File: src/rtl/counter_timer_ctrl.sv
// Register-mapped timer controller driving an external 32-bit up/down counter.
// Owns hold/reload/start sequencing through the counter's Load/PData/s inputs.
module counter_timer_ctrl #(
    parameter int W    = 32,
    parameter int WC_W = 8
) (
    input  logic         clk,
    input  logic         rst_n,
    input  logic         we,
    input  logic [1:0]   addr,
    input  logic [W-1:0] wdata,
    output logic [W-1:0] rdata,
    input  logic [W-1:0] cnt_in,
    input  logic         rc_in,
    output logic         load_o,
    output logic         s_o,
    output logic [W-1:0] pdata_o,
    output logic         irq_o
);

    typedef enum logic [1:0] {IDLE, RUN, PAUSE, DONE} state_t;

    state_t          state;
    logic [3:0]      ctrl;
    logic [W-1:0]    reload;
    logic            flag;
    logic [WC_W-1:0] wrap_cnt;
    logic            rc_valid;

    logic ctrl_wr, reload_wr, status_wr, wrap;

    assign ctrl_wr   = we && (addr == 2'd0);
    assign reload_wr = we && (addr == 2'd1);
    assign status_wr = we && (addr == 2'd2);

    // Rc is stale after any Load cycle, so only trust it after a counting cycle.
    assign wrap = (state == RUN) && rc_valid && rc_in;

    assign s_o   = ctrl[1];
    assign irq_o = flag & ctrl[3];

    // A one-shot wrap also loads, with cnt_in, so the counter freezes on the
    // post-wrap value instead of counting one step past it.
    always_comb begin
        load_o  = 1'b1;
        pdata_o = reload;
        case (state)
            IDLE:        pdata_o = reload;
            RUN: begin
                load_o  = wrap;
                pdata_o = ctrl[2] ? reload : cnt_in;
            end
            PAUSE, DONE: pdata_o = cnt_in;
            default:     pdata_o = reload;
        endcase
    end

    always_comb begin
        rdata = '0;
        case (addr)
            2'd0: rdata[3:0] = ctrl;
            2'd1: rdata      = reload;
            2'd2: begin
                rdata[0]          = flag;
                rdata[8 +: WC_W]  = wrap_cnt;
            end
            default: rdata = cnt_in;
        endcase
    end

    always_ff @(posedge clk or negedge rst_n) begin
        if (!rst_n) begin
            state    <= IDLE;
            ctrl     <= '0;
            reload   <= '0;
            flag     <= 1'b0;
            wrap_cnt <= '0;
            rc_valid <= 1'b0;
        end else begin
            rc_valid <= !load_o;
            if (ctrl_wr)   ctrl   <= wdata[3:0];
            if (reload_wr) reload <= wdata;

            if (wrap)                          flag <= 1'b1;
            else if (status_wr && wdata[0])    flag <= 1'b0;

            // Increment wins over a coincident clear.
            if (wrap) begin
                if (status_wr && wdata[1])     wrap_cnt <= WC_W'(1);
                else if (wrap_cnt != '1)       wrap_cnt <= wrap_cnt + WC_W'(1);
            end else if (status_wr && wdata[1]) begin
                wrap_cnt <= '0;
            end

            if (ctrl_wr && wdata[4]) begin
                state <= IDLE;
            end else begin
                case (state)
                    IDLE:  if (ctrl_wr ? wdata[0] : ctrl[0]) state <= RUN;
                    RUN: begin
                        if (ctrl_wr && !wdata[0])    state <= PAUSE;
                        else if (wrap && !ctrl[2])   state <= DONE;
                    end
                    PAUSE: if (ctrl_wr && wdata[0]) state <= RUN;
                    DONE:  state <= DONE;
                    default: state <= IDLE;
                endcase
            end
        end
    end

endmodule

File: config.mk
export PLATFORM = sky130hd
export DESIGN_NAME = counter_timer_ctrl
export DESIGN_NICKNAME = d
export VERILOG_FILES = /design/src/rtl/counter_timer_ctrl.sv
export SDC_FILE = /design/constraint.sdc
export NUM_CORES = 1
export LEC_CHECK = 0
export ABC_CLOCK_PERIOD_IN_PS = 1750
export CORE_MARGIN = 5
export CORE_UTILIZATION = 42
export DETAILED_ROUTE_END_ITERATION = 8
export GPL_ROUTABILITY_DRIVEN = 0
export MAX_ROUTING_LAYER = met4
export PLACE_DENSITY = 0.9
export SYNTH_ARGS = -nofsm -noshare
export SYNTH_HDL_FRONTEND = slang
export SYNTH_SLANG_ARGS = --single-unit
File: constraint.sdc
create_clock -name clk -period 1.75 [get_ports clk]
set_input_delay 0.2625 -clock clk [delete_from_list [all_inputs] [get_ports clk]]
set_output_delay 0.2625 -clock clk [all_outputs]
set_load 0.03 [all_outputs]
**Word-level counts from Yosys, hierarchy flattened**

Cells that the tools add are included.

- Register bits: 48
- Input port bits: 70
- Output and inout port bits: 67
- Logic and storage cells: 61

- Add/subtract/negate cells: 1
- Equal/unequal tests: 9
- Muxes and demuxes: 21
- Bitwise logic cells: 1
- Reductions and logical operators: 23

Operators by type and width:

| operator | number |
|---|---|
| 32-bit one-hot mux with 3 select lines | 1 |
| 32-bit 2-to-1 mux | 1 |
| 8-bit 2-to-1 mux | 4 |
| 16-bit one-hot mux with 2 select lines | 1 |
| 8-bit one-hot mux with 3 select lines | 1 |
| 1-bit logical AND | 11 |
| 2-bit 2-to-1 mux | 5 |
| 3-bit one-hot mux with 3 select lines | 1 |
| 8-bit by 1-bit adder with 8-bit output, second input constant | 1 |
| 8-bit inequality test, second input constant | 1 |
| 2-bit one-hot mux with 4 select lines | 1 |
| 4-bit one-hot mux with 2 select lines | 1 |
| 2-bit == test, second input constant | 3 |
| 3-bit inequality test, second input constant | 2 |
| 2-bit nonzero test | 3 |
| 2-bit by 1-bit == test with 1-bit output, second input constant | 2 |
| 2-bit zero test | 2 |
| 1-bit 2-to-1 mux | 4 |
| 4-bit by 1-bit inequality test with 1-bit output, second input constant | 1 |
| 2-bit OR reduction | 2 |
| 1-bit zero test | 3 |
| 1-bit one-hot mux with 3 select lines | 1 |
| 3-bit AND reduction | 1 |
| 2-bit AND reduction | 1 |
| 1-bit AND | 1 |

**Longest topological paths before layout**

- Depth in word-level cells: 8
- Depth in mapped cells: 5
- Gate-level depth less buffers: 5

**Least setup slack after synthesis**

No wires, ideal clock.

- Path kind: input to output
- Start: input addr[1]
- End: output rdata[1]
- Arrival: 1508 ps
- Required time: 1487 ps
- Path slack: -20 ps
- Stages on the path: 4
- Path buffers: 3
- Cells stage by stage: buf_2 buf_2 buf_4 o21ai_0

- Cells in the longest elaborated chain, start to end: 2
- Elaborated cells between the ends (all ways): 4
- Classes of those cells: eq/ne: 2; mux: 1; reduce/logical: 1

Ends and longest elaborated chain:

| what | line | RTL |
|---|---|---|
| start, declared | 10 | `input logic [1:0] addr,` |
| 2-bit == test (tied with other cells) | 60 | `case (addr)` |
| 3-bit one-hot mux with 3 select lines * | 60 |  |
| end, declared | 12 | `output logic [W-1:0] rdata,` |

Every way passes the cells marked *; elsewhere a longest branch is shown, timed or not.

**Worst setup path in the final report**

- Start: register ctrl[2]
- End: output pdata_o[3]

- Cells in the longest elaborated chain, start to end: 2

Ends and longest elaborated chain:

| what | line | RTL |
|---|---|---|
| start, declared | 24 | `logic [3:0] ctrl;` |
| start signal, assigned | 81 | `if (ctrl_wr) ctrl <= wdata[3:0];` |
| 32-bit 2-to-1 mux | 51 | `pdata_o = ctrl[2] ? reload : cnt_in;` |
| 32-bit one-hot mux with 3 select lines | 47 | `case (state)` |
| end, declared | 17 | `output logic [W-1:0] pdata_o,` |

No other way between the ends.

==> flow_summary.ini <==
[final_layout]
drive_gt1_share_pct = 37.1
final_cell_area_um2 = 4960
area_growth_pct = 65.0
nFillCells = 494
final_cell_mix = clkdlybuf4s50_1, dfrtp_1, buf_4, buf_6, mux2_4
antenna_cells = 0
mostFrequentLayoutCell = clkdlybuf4s50_1
final_nets = 491
layout.cells.non_filler = 517

[synth]
synth_area_um2 = 3010
ys_ff_latch = 48
synth_top_area_share_pct = 39.9
synth_warnings = 0
synthFlopType = dfrtp_1
yosysUniqueCellTypes = 38
synth_area_leaders = dfrtp_1, mux2_2, mux2_1
yosysTopAreaCell = dfrtp_1
synth-seq-area-share_pct = 39.9
synth_edf_count = 0
postSynthCellCount = 262
async_flop_share_pct = 100
synth.avg_cell_area_um2 = 11.5
synth_nets = 333

[global_route]
overflow = 0
grt_pass1_wl_um = 15400
grt_pass1_vias = 3081
antenna_found_initial = 0
grt.total_usage_pct = 22.5
grt_max_degree = 24

[sta]
finalCritPeriodShare_pct = 111
final-max-slew-violation-count = 0
slew_headroom_pct = 64.9
finalHoldViolCount = 0
worstMarginPinSlew_ps = 527
timing.final.ws_setup_ps = -185
finClkSkew_ps = 7.02
setup_viol = 32
fmax_mhz = 517
grt_setup_unrepaired = yes
layout_min_cycle_time_ps = 1930

[clock_network]
insertion_delay_ps = 300
cts.sinks = 48
cts_buffer_depth = 2
cts_buffers = 5
cts-root-buf = clkbuf_8
cts_tree = yes
htree_levels = 2
clk_pin_slew_worst_paths_ps = 90

[job]
max-cap-violations = 0

[place]
place_area_um2 = 4540
portBuffers = 136
dp_slack_ps = -287
place_inst = 500
place_hpwl_um = 6970

[route]
drcViolationCount = 0
via_count = 2740
first_pass_iters = 4
post_drt_wl_per_cell_um = 18.7
drt_iter0_drc = 57
drt_wl_total_um = 9650
viasPerCell = 5.30
ant_nets = 0

[worst_setup_path]
cp_num_buf_inv = 4
cp-start-kind = register
worstPathRequired_ps = 1490
crit_path_end_kind = output port
worstSetupPathType = reg2out
crit_family = buffers and inverters
crit_slowest_cell = dfrtp_1
critPathArrivalTime_ps = 1670
slowest_delay_ps = 370
crit_fanout = 6
crit_chain = inv_2 > a21oi_4 > buf_12 > buf_8 > mux2_4 > buf_6

[floorplanning]
die_h_um = 94.6
row_count = 30
die_w_um = 94.6
core_area_um2 = 6870
initial_core_util_pct = 43.8
io_pins = 137
die_area_um2 = 8950

[outcome]
violations = negative setup slack
status = complete, but fails checks

[pwr]
p_leak_nw = 2.31
power.total_mw = 5.91
vdd_drop_max_mv = 0.721
power_density_nw_per_um2 = 1190

[hold_path]
hold_class = in2reg
-- report_power, final --
| group | leakage (nW) | internal [mW] | switching, mW | total (mW) |
|---|---|---|---|---|
| registers | 0.584 | 1.34 | 0.230 | 1.57 |
| clock network | 0.0614 | 0.467 | 0.373 | 0.841 |
| logic | 1.67 | 1.82 | 1.68 | 3.50 |
| total | 2.31 | 3.63 | 2.29 | 5.91 |
-- cells by family after synthesis --
| logic type | count (synthesis) | synth area share (%) |
|---|---|---|
| AOI/OAI and AO/OA | 27 | 6.53 |
| buffers and inverters | 18 | 3.66 |
| muxes | 97 | 35.7 |
| DFF | 48 | 39.9 |
| adders and majority gates | 1 | 0.416 |
| and+or+nand+nor | 67 | 12.6 |
| xor gates and xnor gates | 4 | 1.16 |
-- cell usage after synthesis (2+ instances only) --
| master | number |
|---|---|
| mux2_2 | 42 |
| mux2_1 | 30 |
| nand2_1 | 16 |
| a21oi_1 | 4 |
| clkbuf_1 | 3 |
| mux2i_1 | 24 |
| nor2_1 | 7 |
| inv_1 | 2 |
| nor2b_1 | 22 |
| nand4b_1 | 3 |
| o21ai_0 | 7 |
| dfrtp_1 | 48 |
| o211ai_1 | 3 |
| and3_1 | 2 |
| nand3_1 | 6 |
| a22o_1 | 8 |
| or3_1 | 2 |
| buf_4 | 3 |
| buf_2 | 7 |
| buf_6 | 3 |
| xor2_1 | 3 |
-- path summary, 6_finish.rpt --
path | from | end | slack (ps) | depth (start not counted)
max | ctrl[2] | pdata_o[3] | -180 | 6
min | addr[1] | flag | 370 | 4
max reg2reg | state[1] | wrap_cnt[7] | 140 | 5
min reg2reg | ctrl[3] | ctrl[3] | 510 | 2
max in group asynchronous | rst_n | reload[11] | 750 | 3
min in group asynchronous | rst_n | reload[0] | 470 | 2
-- through the flow --
step	hold WS, ps	utilization (%)	TNS [ps]
floorplan	-33.1	-	-61.4
global placement	253	66.1	-11250
detailed placement	260	66.1	-14620
CTS	369	71.3	-5000
global route	401	72.2	-7050
finish	367	72.2	-5160
-- layout make-up --
type / instances / area [um^2] / area share (%)
clock inverters: 2 / 38.8 / 0.782
clock buffers: 6 / 82.6 / 1.66
repair buffers: 167 / 1680 / 33.9
well taps: 96 / 120 / 2.42
flip-flops and latches: 48 / 1200 / 24.2
inverters: 2 / 7.51 / 0.151
multi-input cells: 196 / 1830 / 36.9
-- sequential cells by signal (all words and copies together), names as in the netlist --
signal / flops
wrap_cnt: 8
ctrl: 4
rc_valid: 1
reload: 32
state: 2
flag: 1
-- layer usage --
layer / GRT usage (%) / vias up / part of all wire (%)
li1: - / 1271 / -
met1: 26.3 / 1347 / 41
met2: 39.6 / 110 / 52
met3: 4.38 / 12 / 6.1
met4: 5.41 / 0 / 1.4
met5: - / - / 0
-- tightest hold or removal path: stages --
cell      delay, ps
buf_2           170
nand4b_1        110
nand2_1          50
nand2_1          50
-- what timing repair did --
item	in CTS	in global routing
setup buffers	3	2
setup endpoints to repair	45	32
endpoints found under the hold margin	19	0
cloned	3	0
pin swaps	1	1
hold buffers	1	0
resized for setup	257	14
(Power assumes the default switching activity.)
